### src/rtl/relu_maxpool_stream_if.sv
// Stream bundle between the conv layer, the pool/ReLU stage and its consumer.
// The slave side is the pooling block; the master side feeds it rows and drains pooled segments.
interface relu_maxpool_stream_if #(
   parameter int DATA_WIDTH = 16,
   parameter int SEG        = 14
);
   logic                            in_valid;
   logic                            in_ready;
   logic [SEG*DATA_WIDTH-1:0]       in_data;
   logic                            out_valid;
   logic                            out_ready;
   logic [(SEG/2)*DATA_WIDTH-1:0]   out_data;
   logic                            out_last;
   logic                            frame_done;

   modport master (
      output in_valid, in_data, out_ready,
      input  in_ready, out_valid, out_data, out_last, frame_done
   );

   modport slave (
      input  in_valid, in_data, out_ready,
      output in_ready, out_valid, out_data, out_last, frame_done
   );
endinterface

### src/rtl/relu_maxpool_stream.sv
// 2x2 stride-2 max-pool followed by ReLU over a segmented row stream.
// Even rows are parked in a one-row line buffer; each odd-row segment is
// combined with the matching buffered segment into one pooled output segment.
//
//   state | meaning
//   FILL  | even row: store incoming segments into the line buffer
//   POOL  | odd row: wait for a segment, pool it against the buffer
//   OUT   | pooled segment presented, input stalled until it is taken
module relu_maxpool_stream #(
   parameter int DATA_WIDTH = 16,
   parameter int W          = 28,
   parameter int H          = 28,
   parameter int SEG        = 14
) (
   input  logic                  clk,
   input  logic                  reset,
   relu_maxpool_stream_if.slave  bus
);
   localparam int NSEG  = W / SEG;
   localparam int HALF  = SEG / 2;
   localparam int ROW_W = $clog2(H);
   localparam int SEG_W = $clog2(NSEG) + 1;
   localparam int IN_W  = SEG * DATA_WIDTH;
   localparam int OUT_W = HALF * DATA_WIDTH;

   typedef enum logic [1:0] {ST_FILL, ST_POOL, ST_OUT} state_t;

   state_t             state_q, state_d;
   logic [ROW_W-1:0]   row_q, row_d;
   logic [SEG_W-1:0]   seg_q, seg_d;
   logic [OUT_W-1:0]   out_data_q, out_data_d;
   logic               out_last_q, out_last_d;
   logic               frame_done_q, frame_done_d;
   logic [W*DATA_WIDTH-1:0] lb_q;
   logic [IN_W-1:0]    lb_seg;
   logic [OUT_W-1:0]   pooled;
   logic               seg_last;
   logic               row_last;

   assign seg_last = (seg_q == SEG_W'(NSEG - 1));
   assign row_last = (row_q == ROW_W'(H - 1));

   function automatic logic [DATA_WIDTH-1:0] relu_max4(
      input logic signed [DATA_WIDTH-1:0] a,
      input logic signed [DATA_WIDTH-1:0] b,
      input logic signed [DATA_WIDTH-1:0] c,
      input logic signed [DATA_WIDTH-1:0] d
   );
      logic signed [DATA_WIDTH-1:0] m;
      m = a;
      if (b > m) m = b;
      if (c > m) m = c;
      if (d > m) m = d;
      return (m < 0) ? '0 : m;
   endfunction

   // Line buffer: no reset, every segment is rewritten in FILL before POOL reads it.
   always_ff @(posedge clk) begin
      if (state_q == ST_FILL && bus.in_valid) begin
         for (int s = 0; s < NSEG; s++) begin
            if (seg_q == SEG_W'(s)) lb_q[s*IN_W +: IN_W] <= bus.in_data;
         end
      end
   end

   // Select the buffered even-row segment lined up with the current odd-row segment.
   always_comb begin
      lb_seg = '0;
      for (int s = 0; s < NSEG; s++) begin
         if (seg_q == SEG_W'(s)) lb_seg = lb_q[s*IN_W +: IN_W];
      end
   end

   // Pool each 2x2 window (two buffered pixels, two incoming pixels) and clamp negatives.
   always_comb begin
      pooled = '0;
      for (int j = 0; j < HALF; j++) begin
         pooled[j*DATA_WIDTH +: DATA_WIDTH] = relu_max4(
            lb_seg[(2*j)*DATA_WIDTH +: DATA_WIDTH],
            lb_seg[(2*j+1)*DATA_WIDTH +: DATA_WIDTH],
            bus.in_data[(2*j)*DATA_WIDTH +: DATA_WIDTH],
            bus.in_data[(2*j+1)*DATA_WIDTH +: DATA_WIDTH]);
      end
   end

   // State, position counters and registered outputs.
   always_ff @(posedge clk or posedge reset) begin
      if (reset) begin
         state_q      <= ST_FILL;
         row_q        <= '0;
         seg_q        <= '0;
         out_data_q   <= '0;
         out_last_q   <= 1'b0;
         frame_done_q <= 1'b0;
      end else begin
         state_q      <= state_d;
         row_q        <= row_d;
         seg_q        <= seg_d;
         out_data_q   <= out_data_d;
         out_last_q   <= out_last_d;
         frame_done_q <= frame_done_d;
      end
   end

   // Next state: advance position on input accepts (FILL) and output handshakes (OUT).
   always_comb begin
      state_d      = state_q;
      row_d        = row_q;
      seg_d        = seg_q;
      out_data_d   = out_data_q;
      out_last_d   = out_last_q;
      frame_done_d = 1'b0;
      case (state_q)
         ST_FILL: begin
            if (bus.in_valid) begin
               if (seg_last) begin
                  seg_d   = '0;
                  row_d   = row_q + ROW_W'(1);
                  state_d = ST_POOL;
               end else begin
                  seg_d = seg_q + SEG_W'(1);
               end
            end
         end
         ST_POOL: begin
            if (bus.in_valid) begin
               out_data_d = pooled;
               out_last_d = row_last && seg_last;
               state_d    = ST_OUT;
            end
         end
         ST_OUT: begin
            if (bus.out_ready) begin
               if (seg_last) begin
                  seg_d   = '0;
                  state_d = ST_FILL;
                  if (row_last) begin
                     row_d        = '0;
                     frame_done_d = 1'b1;
                  end else begin
                     row_d = row_q + ROW_W'(1);
                  end
               end else begin
                  seg_d   = seg_q + SEG_W'(1);
                  state_d = ST_POOL;
               end
            end
         end
         default: state_d = ST_FILL;
      endcase
   end

   // Handshake outputs follow the state; data/last/done come straight from registers.
   always_comb begin
      bus.in_ready   = (state_q != ST_OUT);
      bus.out_valid  = (state_q == ST_OUT);
      bus.out_data   = out_data_q;
      bus.out_last   = out_last_q;
      bus.frame_done = frame_done_q;
   end
endmodule

### src/flat_wrapper.sv
// flat-port wrapper written by rule: the top's interface ports become plain ports
module relu_maxpool_stream_flat 
#(
   parameter int DATA_WIDTH = 16,
   parameter int W          = 28,
   parameter int H          = 28,
   parameter int SEG        = 14
)
  (clk, reset, bus_in_valid, bus_in_data, bus_out_ready, bus_in_ready, bus_out_valid, bus_out_data, bus_out_last, bus_frame_done);
  relu_maxpool_stream_if #(.DATA_WIDTH(DATA_WIDTH), .SEG(SEG)) bus_i ();
  input  logic clk;
  input  logic reset;
  input wire logic [$bits(bus_i.in_valid)-1:0] bus_in_valid;
  input wire logic [$bits(bus_i.in_data)-1:0] bus_in_data;
  input wire logic [$bits(bus_i.out_ready)-1:0] bus_out_ready;
  output wire logic [$bits(bus_i.in_ready)-1:0] bus_in_ready;
  output wire logic [$bits(bus_i.out_valid)-1:0] bus_out_valid;
  output wire logic [$bits(bus_i.out_data)-1:0] bus_out_data;
  output wire logic [$bits(bus_i.out_last)-1:0] bus_out_last;
  output wire logic [$bits(bus_i.frame_done)-1:0] bus_frame_done;
  assign bus_i.in_valid = bus_in_valid;
  assign bus_i.in_data = bus_in_data;
  assign bus_i.out_ready = bus_out_ready;
  assign bus_in_ready = bus_i.in_ready;
  assign bus_out_valid = bus_i.out_valid;
  assign bus_out_data = bus_i.out_data;
  assign bus_out_last = bus_i.out_last;
  assign bus_frame_done = bus_i.frame_done;
  relu_maxpool_stream #(.DATA_WIDTH(DATA_WIDTH), .W(W), .H(H), .SEG(SEG)) u_core (.clk(clk), .reset(reset), .bus(bus_i));
endmodule
### config.mk
export PLATFORM = sky130hd
export DESIGN_NAME = relu_maxpool_stream_flat
export DESIGN_NICKNAME = d
export VERILOG_FILES = /design/src/rtl/relu_maxpool_stream_if.sv /design/src/rtl/relu_maxpool_stream.sv /design/src/flat_wrapper.sv
export SDC_FILE = /design/constraint.sdc
export NUM_CORES = 2
export LEC_CHECK = 0
export BUFFER_PORTS_ARGS = -buffer_cell sky130_fd_sc_hd__clkbuf_2
export CORE_UTILIZATION = 45
export CTS_CLUSTER_DIAMETER = 60
export DETAILED_ROUTE_END_ITERATION = 16
export PLACE_DENSITY = 0.6
export SLEW_MARGIN = 20
export SYNTH_ARGS = -nofsm -noshare
export SYNTH_HDL_FRONTEND = slang
export SYNTH_SLANG_ARGS = --single-unit
### constraint.sdc
create_clock -name clk -period 30.7 [get_ports clk]
set_input_delay 1.535 -clock clk [delete_from_list [all_inputs] [get_ports clk]]
set_output_delay 1.535 -clock clk [all_outputs]
set_load 0.05 [all_outputs]
==> qor.csv <==
stage;metric;value;unit
logic_synthesis;postSynthAreaPerCell;11.1;µm²
routing;drc;0;
worst_hold_path;hold_path_depth;2;
critical_path;cp_slowest_cell;o21ai_2;
sta;setup_violations;0;
routing;via_per_inst;5.68;
die;start_util;0.456;
sta;maxSlewViolCount;0;
placed_design;hpwl;64.2;mm
critical_path;cpMostUsedCell;ha_1;
global_routing;grt_pass1_vias;25300;
final_layout;syn_to_final_growth;14.8;%
sta;setup-tns-final;0;ps
clock_tree;cts_buffer_depth;3;
logic_synthesis;ys.flop_type;edfxtp_1;
clock_tree;clk_latency;610;ps
sta;fin_crit_sh;0.346;
global_routing;grt_pass1_wl;140;mm
critical_path;reg2reg_to;u_core.bus.out_data[103];
clock_tree;cts_tree;yes;
placed_design;place.gp.congestion;0.885;
sta;period_needed;10620;ps
final_layout;nNetsFinal;3924;
logic_synthesis;ys_seq_area_frac;0.481;
critical_path;critPathMaxStageDelay;820;ps
clock_tree;cts_sinks;564;
critical_path;worstSetupPathType;flip-flop to flip-flop;
critical_path;cp.required;31140;ps
die;design.core.area;0.0746;mm²
sta;rsz0062_at_grt;no;
clock_tree;cts_resized;0;
outcome;status;completed;
global_routing;track_usage;0.229;
die;die_w;277;µm
critical_path;worst_r2r_path_depth;32;
global_routing;antenna_found_initial;13;
logic_synthesis;async_flop_share;0.206;
routing;drtAntennaViolNets;0;
final_layout;drive_gt1_frac;0.177;
routing;wl_per_cell;20.2;µm
job;timing.max_cap.violations;0;
critical_path;worst_setup_path_end_kind;flip-flop;
clock_tree;ctsHoldBuffers;0;
worst_hold_path;hp-class;flip-flop to flip-flop;
sta;worst_pin_slew;1140;ps
routing;drt_iter0_drc;1563;
critical_path;rr_startpoint;u_core.seg_q[0];
logic_synthesis;ys_ff_latch;564;
clock_tree;htree_levels;3;
logic_synthesis;yosysUniqueCellTypes;91;
sta;relSlewSlack;0.241;
sta;final.setup_skew;21.9;ps
routing;routed_wl;89.1;mm
clock_tree;cts-root-buf;clkbuf_16;
logic_synthesis;ys_warn_count;0;
critical_path;start_kind;flip-flop;
die;io_pins;344;
die;rows;100;
routing;drtPass1Iterations;6;
critical_path;worstPathMaxFanout;48;
sta;clock.fmax;94.2;MHz
routing;vias;25000;
logic_synthesis;synth-edff-count;448;
die;dieArea;0.0766;mm²
critical_path;regToRegSetupSlack;20080;ps
worst_hold_path;whs_endpoint;u_core.bus.out_data[7];
die;fp.dieH;277;µm
sta;hold_viol_final;0;
logic_synthesis;netlist_area;0.0340;mm²
global_routing;grt_overflow;0;
logic_synthesis;netlist_instances;3064;
clock_tree;cts_setup_buffers;0;
clock_tree;cts_buffers;71;
critical_path;crit_arrival;11060;ps
global_routing;grt_max_degree;164;
worst_hold_path;min_from;u_core.bus.out_data[7];
clock_tree;path_clk_slew;60;ps
placed_design;port_buffers;336;
-- cells in the mapped netlist, types with 7 or more instances --
cell | count | area (µm²)
edfxtp_1 | 448 | 13500
mux2i_1 | 332 | 3320
ha_1 | 323 | 4040
nor2_1 | 300 | 1130
nand2_1 | 220 | 826
inv_1 | 206 | 773
o21ai_0 | 180 | 901
dfrtp_1 | 116 | 2900
a21oi_1 | 94 | 470
a21o_1 | 72 | 541
clkbuf_1 | 65 | 244
mux2_2 | 54 | 608
nand4_1 | 45 | 282
nand3_1 | 41 | 205
and2_1 | 37 | 231
a22oi_1 | 30 | 225
buf_2 | 28 | 140
a31oi_1 | 27 | 169
nor3_1 | 27 | 135
nor2b_1 | 25 | 156
or2_2 | 25 | 156
o31ai_1 | 24 | 180
a221oi_1 | 20 | 175
buf_4 | 19 | 143
o21a_1 | 19 | 143
a211o_1 | 18 | 158
a211oi_1 | 17 | 128
a22o_1 | 17 | 149
xor2_1 | 17 | 149
a222oi_1 | 15 | 150
a21boi_0 | 14 | 105
buf_1 | 14 | 52.6
and4_1 | 11 | 96.3
nor3b_1 | 11 | 82.6
nand2b_1 | 10 | 62.6
nor4_1 | 9 | 56.3
o211ai_1 | 9 | 67.6
buf_6 | 8 | 90.1
o21ai_1 | 8 | 40.0
a2111oi_0 | 7 | 61.3
a31o_2 | 7 | 61.3
-- layout by cell type, fill, tap and decap left out, types with 10 or more instances in the layout --
cell type    n
mux2i_1    331
clkinv_2    10
nor3_1      26
and2_1      37
a22oi_1     30
a211o_1     18
clkbuf_16   77
and4_1      11
a21boi_0    14
nand3_1     41
a21oi_1     93
edfxtp_1   448
inv_1      205
xor2_1      17
o21ai_0    180
a22o_1      17
buf_4       26
clkbuf_2   336
nand2_1    220
a21o_1      72
a221oi_1    20
a222oi_1    15
clkbuf_1    15
o31ai_1     22
ha_1       323
nand4_1     45
o21a_1      19
dfrtp_1    114
a211oi_1    16
nor2_1     298
a31oi_1     27
nor3b_1     11
nand2b_1    10
or2_2       24
mux2_2      54
nor2b_1     25
-- layout make-up --
class	count	area, µm²
Antenna cell	6	15.0
Clock buffer	98	2070
Clock inverter	34	354
Fill cell	6570	35600
Inverter	206	778
Multi-Input combinational cell	2164	16300
Sequential cell	564	16400
Tap cell	969	1210
Timing Repair Buffer	366	1940
-- per-layer routing --
metal | global-route usage | part of all wire
met5 | 0 | 0.00098
met4 | 0.0724 | 0.022
met3 | 0.0444 | 0.056
met2 | 0.378 | 0.47
met1 | 0.302 | 0.45
-- worst max path at each step --
stage               startpoint                       end  slack (ps)  cells past startpoint
5_1_grt        u_core.seg_q[0]  u_core.bus.out_data[103]       19400                     31
3_5_place_dp   u_core.seg_q[0]  u_core.bus.out_data[102]       20140                     32
6_report       u_core.seg_q[0]  u_core.bus.out_data[103]       20080                     32
4_1_cts        u_core.seg_q[0]  u_core.bus.out_data[103]       19990                     32
2_1_floorplan  u_core.seg_q[0]            u_core.lb_q[0]        6580                      9
3_3_place_gp   u_core.seg_q[0]   u_core.bus.out_data[96]       20320                     32
-- flip-flops by register name (all words and copies together), names as in the netlist --
| name | cells |
|---|---|
| u_core.row_q | 5 |
| u_core.bus.out_last | 1 |
| u_core.bus.frame_done | 1 |
| u_core.state_q | 2 |
| u_core.lb_q | 448 |
| u_core.seg_q | 2 |
| u_core.bus.out_data | 105 |
-- cell families (layout without fill, tap and decap cells) --
group,after synthesis,count (layout),synth area share
AOI/OAI and AO/OA,622,622,0.123
xor gates and xnor gates,22,22,0.00567
adders and majority gates,324,324,0.119
buffers and inverters,342,704,0.0428
DFF,564,564,0.481
muxes,391,391,0.119
other,1,13,0.000110
and+or+nand+nor,798,798,0.109
-- worst max-delay path: cells and delay by family, from the launching register on --
family,cells,cell delay (ps)
multiplexers,4,1510
AND/OR/NAND/NOR,9,2000
adder cells (fa/ha/maj),3,880
buffers and inverters,3,1420
flip-flops,1,800
AO/OA/AOI/OAI,13,3750
-- per-stage QoR --
step	util	area (µm²)	cells	hold slack [ps]	setup WS, ps
2_1_floorplan	-	34000	3070	470	6580
3_3_place_gp	0.490	36500	4269	464	20320
3_5_place_dp	0.490	36500	4269	470	20140
4_1_cts	0.522	39000	4401	481	19990
5_1_grt	0.523	39000	4406	503	19400
6_report	0.523	39000	4407	477	20080
Power is left out: the tool's default activity adds up to more than one toggle a clock period on the data nets, which glitch-free logic cannot reach.
